### src/rtl/serial_subtractor_ctrl.sv
// serial_subtractor_ctrl
// Wide unsigned subtractor (a - b - bin) built from one 4-bit subtract slice,
// reused once per clock, least-significant nibble first. The borrow between
// nibbles is carried in a register. start/busy/done handshake toward the
// requester; diff/bout are registered and only change when a result lands.
//
// Build option: define SERIAL_SUB_SAT_EN to clamp negative results to zero
// (bout still reports the underflow). Without it the result wraps modulo
// 2^WIDTH.
//
// state | meaning
// IDLE  | waiting for start
// RUN   | one nibble subtracted per cycle, busy high
// DONE  | last nibble finished; result is published on the next edge, and a
//       | new start may be accepted on that same edge

module serial_subtractor_ctrl #(
    parameter int WIDTH = 16
) (
    input  logic             clk,
    input  logic             rst,
    input  logic             start,
    input  logic [WIDTH-1:0] a,
    input  logic [WIDTH-1:0] b,
    input  logic             bin,
    output logic             busy,
    output logic             done,
    output logic [WIDTH-1:0] diff,
    output logic             bout
);

    localparam int NIB  = WIDTH / 4;
    localparam int IDXW = (NIB > 1) ? $clog2(NIB) : 1;
    localparam logic [IDXW-1:0] LAST_IDX = IDXW'(NIB - 1);

    typedef enum logic [1:0] {
        IDLE = 2'd0,
        RUN  = 2'd1,
        DONE = 2'd2
    } state_t;

    state_t           state;
    logic [WIDTH-1:0] opa;
    logic [WIDTH-1:0] opb;
    logic [WIDTH-1:0] acc;
    logic             borrow;
    logic [IDXW-1:0]  idx;

    logic [3:0]       nib_a;
    logic [3:0]       nib_b;
    logic [4:0]       nib_res;
    logic [WIDTH-1:0] nib_ins;
    logic             accept;

    // Shared 4-bit slice: select the current nibble pair, subtract with the
    // chained borrow in 5-bit arithmetic (bit 4 is the borrow-out), and place
    // the 4-bit difference at its position within the accumulator.
    always_comb begin
        nib_a   = 4'(opa >> {idx, 2'b00});
        nib_b   = 4'(opb >> {idx, 2'b00});
        nib_res = {1'b0, nib_a} - {1'b0, nib_b} - {4'b0000, borrow};
        nib_ins = WIDTH'(nib_res[3:0]) << {idx, 2'b00};
        accept  = start && ((state == IDLE) || (state == DONE));
    end

    // Sequencer: capture on accepted start, ripple nibbles in RUN, publish in DONE.
    always_ff @(posedge clk or posedge rst) begin
        if (rst) begin
            state  <= IDLE;
            opa    <= '0;
            opb    <= '0;
            acc    <= '0;
            borrow <= 1'b0;
            idx    <= '0;
            busy   <= 1'b0;
            done   <= 1'b0;
            diff   <= '0;
            bout   <= 1'b0;
        end else begin
            done <= 1'b0;

            // Publishing the finished result does not depend on whether a new
            // operation is accepted on the same edge.
            if (state == DONE) begin
`ifdef SERIAL_SUB_SAT_EN
                diff <= borrow ? '0 : acc;
`else
                diff <= acc;
`endif
                bout <= borrow;
                done <= 1'b1;
            end

            if (accept) begin
                opa    <= a;
                opb    <= b;
                borrow <= bin;
                idx    <= '0;
                acc    <= '0;
                busy   <= 1'b1;
                state  <= RUN;
            end else if (state == RUN) begin
                // acc starts cleared, so OR-ing the nibble in is a write.
                acc    <= acc | nib_ins;
                borrow <= nib_res[4];
                idx    <= idx + 1'b1;
                if (idx == LAST_IDX) begin
                    busy  <= 1'b0;
                    state <= DONE;
                end
            end else begin
                busy  <= 1'b0;
                state <= IDLE;
            end
        end
    end

endmodule

### config.mk
export PLATFORM = sky130hd
export DESIGN_NAME = serial_subtractor_ctrl
export DESIGN_NICKNAME = d
export VERILOG_FILES = /design/src/rtl/serial_subtractor_ctrl.sv
export SDC_FILE = /design/constraint.sdc
export NUM_CORES = 1
export LEC_CHECK = 0
export CAP_MARGIN = 5
export CORE_MARGIN = 2
export CORE_UTILIZATION = 47
export CTS_BUF_LIST = sky130_fd_sc_hd__clkbuf_16
export DETAILED_ROUTE_END_ITERATION = 8
export GPL_TIMING_DRIVEN = 0
export PLACE_DENSITY = 0.72
export SLEW_MARGIN = 20
export SYNTH_ARGS = -nofsm -noshare
export SYNTH_HDL_FRONTEND = slang
export SYNTH_SLANG_ARGS = --single-unit
### constraint.sdc
create_clock -name clk -period 2.6 [get_ports clk]
set_input_delay 0.52 -clock clk [delete_from_list [all_inputs] [get_ports clk]]
set_output_delay 0.52 -clock clk [all_outputs]
set_load 0.02 [all_outputs]
==> impl_metrics.tcl, run 1 <==
set metrics [dict create \
    syn_inst 294 \
    final_cell_area_um2 4190 \
    ant_nets 0 \
    dieArea_um2 7350 \
    dpl.cell_count 426 \
    cts-root-buf "clkbuf_16" \
    cts_tree "built" \
    yosysSeqAreaShare_pct 56.6 \
    synth-seq-cells 71 \
    critPathLaunchType "flop" \
    cts_sinks 71 \
    drt_iter0_markers 154 \
    synth_area_um2 3140 \
    timing.critical_path.buf_inv 2 \
    max-clock-path-buffers 2 \
    core_area_um2 6420 \
    fin_hold_ws_ns 0.466 \
    fin_cells 448 \
    max_stage_delay_ns 0.52 \
    final_common_cell "nand2_1" \
    peakVddDrop_uv 809 \
    die_w_um 85.7 \
    worstPathArrival_ns 2.77 \
    p_leak_nw 1.98 \
    drt-total-wl_um 6310 \
    slew_violations 0 \
    h-tree-depth 3 \
    fmax_mhz 398 \
    syn_area_per_cell_um2 10.7 \
    min_period_ns 2.51 \
    most-common-layout-cells "nand2_1, dfrtp_1, clkdlybuf4s50_1" \
    num_vias 2316 \
    diodes 0 \
    first_pass_iters 8 \
    fin_nets 409 \
    initial_utilization_pct 48.9 \
    die_h_um 85.7 \
    power_density_nw_per_um2 1470 \
    end_kind "flop" \
    skew_ns 0.00466 \
    setup_viol 0 \
    crit_required_ns 2.86 \
    hold_path_class "reg -> reg" \
    status "complete, but fails checks" \
    clk_latency_ns 0.33 \
    rows 29 \
    place_congestion 0.797 \
    violations "design-rule violations" \
    maxCapViolCount 0 \
    tightest_slew_ns 0.485 \
    detailed_place_hpwl_um 4420 \
    wire_per_inst_um 14.1 \
    ios 55 \
    critPathKind "reg -> reg" \
    slew_headroom_pct 67.7 \
    synth_warnings 0 \
    grt_max_degree 40 \
    grtUsageTotal_pct 19.2 \
    areaGrowthSynthToFinish_pct 33.3 \
    ys_types 32 \
    worstPathMaxFanout 6 \
    crit_chain "buf_6 -> buf_8 -> mux4_2 -> fa_2 -> ha_4 -> nand2_2 -> or4_1 -> nand3_1" \
    synth_nets 337 \
    nFillCells 535 \
    cp_slowest_cell "mux4_2" \
    path_clk_slew_ns 0.05 \
    antenna_found_initial 0 \
    finish.utilization_pct 65.2 \
    layout-drive-gt1-share_pct 13.7 \
    hold_viol 0 \
    final.period_utilization_pct 96.6 \
    grt.overflow.total 0 \
    vias_per_cell 5.17 \
    grt_pass1_vias 2335 \
    cpLargestDelayFamily "adder cells" \
    drc_errors 7 \
    placed_area_um2 3800 \
    grt_pass1_wl_um 10900 \
    cts_buffers 9 \
    io_buffers 54 \
]
-- cells by family (layout without fill, tap and decap cells) --
family / after synthesis / in the layout / share of synthesized area (%)
compound gates: 23 / 23 / 4.74
xor+xnor: 3 / 3 / 0.837
flops: 71 / 71 / 56.6
simple gates: 135 / 135 / 18.1
fa+ha+maj: 7 / 7 / 3.27
buf+inv: 29 / 106 / 3.86
mux: 26 / 26 / 12.6
-- report_power, final --
part           internal (mW)  leakage [nW]  switching [mW]
registers               1.62         0.884           0.276
clock network          0.733         0.140           0.443
logic                   1.51         0.956            1.57
-- synthesized netlist by cell type, drive strengths merged --
cell type | n | share of area (%)
nor3b | 1 | 0.24
nor2b | 2 | 0.40
mux2i | 1 | 0.32
and2 | 1 | 0.20
or4 | 2 | 0.48
xnor2 | 2 | 0.56
clkbuf | 12 | 1.4
a22o | 9 | 2.5
mux4 | 8 | 6.2
ha | 5 | 2.0
xor2 | 1 | 0.28
nor3 | 3 | 0.48
dfrtp | 71 | 57
nor2 | 5 | 0.60
nor4 | 2 | 0.40
nand2 | 107 | 13
nand2b | 4 | 0.80
nand3 | 5 | 0.80
fa | 2 | 1.3
buf | 5 | 1.0
nand4bb | 1 | 0.36
mux2 | 17 | 6.1
o21ai | 9 | 1.4
inv | 12 | 1.4
nand4b | 1 | 0.28
or3 | 1 | 0.20
a21oi | 5 | 0.80
-- per-stage QoR --
step	worst slack (ns)	power, mW	TNS (ns)
2_1_floorplan	0.0501	3.82	0
3_3_place_gp	-0.867	4.58	-63.07
3_5_place_dp	-0.285	4.68	-2.59
4_1_cts	0.0223	5.99	0
5_1_grt	-0.00694	6.66	-0.0130
6_report	0.0883	6.15	0
-- state kept, by name (all words and copies together) (netlist names) --
name,flops
bout,1
done,1
borrow,1
opb,16
acc,16
idx,2
opa,16
diff,16
state,2
-- routing by layer --
| metal | global-route usage (%) | routed length, um | part of all wire [%] |
|---|---|---|---|
| met3 | 3.56 | 237 | 3.8 |
| met2 | 31.0 | 3070 | 49 |
| met1 | 25.6 | 2900 | 46 |
| met5 | 0 | 0 | 0 |
| met4 | 8.37 | 99 | 1.6 |
-- final timing paths --
kind / startpoint / to / slack [ns] / cells past startpoint
max: idx[0]$_DFFE_PP0P_ / acc[11]$_DFFE_PP0P_ / 0.09 / 8
min: opb[3]$_DFFE_PP0P_ / opb[3]$_DFFE_PP0P_ / 0.47 / 2
max reg2reg: idx[0]$_DFFE_PP0P_ / acc[11]$_DFFE_PP0P_ / 0.09 / 8
min reg2reg: opb[3]$_DFFE_PP0P_ / opb[3]$_DFFE_PP0P_ / 0.47 / 2
max in group asynchronous: rst / borrow$_DFFE_PP0P_ / 1.50 / 3
min in group asynchronous: rst / opb[1]$_DFFE_PP0P_ / 0.56 / 2
-- worst register-to-register path, stage by stage, from the launching register on --
cell and delay, ns:
dfrtp_1 0.36, buf_6 0.13, buf_8 0.12, mux4_2 0.52
fa_2 0.41, ha_4 0.29, nand2_2 0.06, or4_1 0.48
nand3_1 0.09
-- final cells by class --
class / count / area (um^2) / area share, %
inverter: 12 / 47.5 / 1.14
clock inverter: 7 / 63.8 / 1.52
clock buffer: 9 / 225 / 5.38
multi-input combinational: 194 / 1280 / 30.5
sequential: 71 / 1780 / 42.5
buffer: 16 / 85.1 / 2.03
tap: 77 / 96.3 / 2.30
timing repair buffer: 62 / 613 / 14.6
-- timing repair --
item / 4_1_cts / 5_1_grt
endpoints found under the setup margin: 13 / 9
endpoints found under the hold margin: 0 / 0
pin swaps: 0 / 4
hold buffers: 0 / 0
resized for setup: 7 / 7
setup buffers: 3 / 4
Note: power is estimated with default switching activity, not from simulation.
==> run 2: changes to the inputs <==
Settings changed: CELL_PAD_IN_SITES_DETAIL_PLACEMENT from default to 1, CELL_PAD_IN_SITES_GLOBAL_PLACEMENT from default to 1, CORE_UTILIZATION 47 to 37, PLACE_DENSITY 0.72 to 0.73.
Clock period 2.6 ns to 2.2 ns, I/O delays scaled along.
==> run 2 against run 1 <==
Against the previous run:
- die area up 26%
- sequential share of layout area is 1.4 points lower
- sequential power is 18% higher
- critical path depth is the same
- setup slack worse by 0.37 ns
- clock-buffer cell count is the same
- largest power group unchanged
- largest cell class unchanged
- the run ends with negative setup slack left
==> impl_metrics.tcl, run 2 (synthesized netlist as in run 1, its figures left out) <==
set metrics [dict create \
    status "complete, but fails checks" \
    violations "negative setup slack" \
    tightest_slew_ns 0.560 \
    fin_nets 411 \
    io_buffers 54 \
    clk_latency_ns 0.34 \
    vias_per_cell 4.97 \
    layout-drive-gt1-share_pct 18.8 \
    num_vias 2378 \
    power.switching_mw 3.14 \
    rows 33 \
    first_pass_iters 4 \
    internal-power_mw 4.82 \
    die_w_um 96.1 \
    min_period_ns 2.48 \
    detailed_place_hpwl_um 5270 \
    slew_headroom_pct 62.7 \
    worstPathMaxFanout 7 \
    cts_buffers 9 \
    hold_path_class "in -> async" \
    power_density_nw_per_um2 1840 \
    ios 55 \
    final_common_cell "nand2_1" \
    comb_power_share_pct 53.0 \
    antenna_found_initial 0 \
    grt_max_degree 35 \
    finish.utilization_pct 52.6 \
    seqPwrFrac_pct 28.3 \
    cts_sinks 71 \
    critPathKind "reg -> reg" \
    cts_tree "built" \
    switching_share_pct 39.5 \
    grt.overflow.total 0 \
    peakVddDrop_uv 857 \
    hold_viol 0 \
    die_h_um 96.1 \
    clkPwrFrac_pct 18.6 \
    diodes 0 \
    finalWorstSetupSlack_ns -0.283 \
    wire_per_inst_um 16.1 \
    ant_nets 0 \
    initial_utilization_pct 38.2 \
    worstPathArrival_ns 2.75 \
    drc_errors 0 \
    fmax_mhz 403 \
    max-clock-path-buffers 2 \
    end_kind "flop" \
    setup_tns_ns -2.72 \
    place_congestion 0.835 \
    grt_pass1_vias 2588 \
    ctsHoldBuffers 0 \
    critPathLaunchType "flop" \
    cts-root-buf "clkbuf_16" \
    h-tree-depth 3 \
    core_area_um2 8220 \
    p_leak_nw 2.03 \
    areaGrowthSynthToFinish_pct 37.7 \
    dieArea_um2 9240 \
    drt_iter0_markers 82 \
    slew_violations 0 \
    grt_pass1_wl_um 12600 \
    final.period_utilization_pct 113 \
    fin_hold_ws_ns 0.412 \
    drt-total-wl_um 7700 \
    dp_slack_ns -0.498 \
    setup_viol 13 \
    skew_ns 0.00783 \
    grtUsageTotal_pct 18.5 \
    maxCapViolCount 0 \
    most-common-layout-cells "nand2_1, dfrtp_1, clkdlybuf4s50_1" \
    rsz0062_at_grt "true" \
    crit_required_ns 2.46 \
    path_clk_slew_ns 0.06 \
]
run 2: cell count changes in the layout (fill, tap and decap cells not counted), moves of 2 or more:
cell      delta
clkbuf_1     -3
clkbuf_2     +3
inv_6        +3
o21ai_0      -3
o21ai_2      +3
a21oi_1      -2
a21oi_2      +2
clkinv_1     -2
nor3_1       -2
nor3_2       +2
run 2: power by group through the flow:
| stage | registers (mW) | clock network (mW) | logic, mW |
|---|---|---|---|
| final | 2.25 | 1.48 | 4.22 |
| after global routing | 2.34 | 1.56 | 4.61 |
| after CTS | 2.26 | 1.51 | 4.02 |
| after detailed placement | 2.28 | 0 | 3.57 |
| after global placement | 2.24 | 0 | 3.43 |
| after floorplan | 2.37 | 0 | 2.31 |
run 2: final cells by class:
| type | count | area, um^2 |
|---|---|---|
| fill | 881 | 3890 |
| sequential | 71 | 1780 |
| multi-input combinational | 194 | 1330 |
| timing repair buffer | 64 | 641 |
| clock buffer | 9 | 225 |
| tap | 105 | 131 |
| buffer | 16 | 88.8 |
| clock inverter | 7 | 77.6 |
| inverter | 12 | 48.8 |
run 2: final timing paths:
path,start,to,slack [ns],cells past startpoint
worst max-delay path,idx[0]$_DFFE_PP0P_,acc[11]$_DFFE_PP0P_,-0.28,8
worst min-delay path,rst,diff[7]$_DFFE_PP0P_,0.41,2
worst max register to register,idx[0]$_DFFE_PP0P_,acc[11]$_DFFE_PP0P_,-0.28,8
worst min register to register,opa[7]$_DFFE_PP0P_,opa[7]$_DFFE_PP0P_,0.48,2
max in group asynchronous,rst,borrow$_DFFE_PP0P_,1.33,3
min in group clk,opa[7]$_DFFE_PP0P_,opa[7]$_DFFE_PP0P_,0.48,2
run 2: through the flow:
step | power, mW | std cells | cell area (um^2)
4_1_cts | 7.79 | 478 | 4280
5_1_grt | 8.51 | 478 | 4320
3_5_place_dp | 5.85 | 455 | 3890
6_report | 7.96 | 478 | 4320
2_1_floorplan | 4.68 | 294 | 3180
3_3_place_gp | 5.67 | 453 | 3850
run 2: timing repair:
action	4_1_cts	5_1_grt
resized for setup	12	16
setup endpoints to repair	15	30
setup buffers	8	0
pin swaps	12	2
run 2: routing by layer:
metal  track usage (%)  vias to the layer above  wire (um)
met1              22.3                     1185       3300
li1                  -                     1122          -
met2              32.3                       56       3870
met5                 0                        -          0
met4              6.90                        0        172
met3              4.07                       15        356
run 2: critical path, stage by stage, from the launching register on:
cell and delay [ns]:
dfrtp_1 0.37, buf_6 0.16, buf_8 0.11, mux4_2 0.52, fa_2 0.40, ha_4 0.31
nand2_4 0.06, or4_1 0.39, nand3_1 0.09
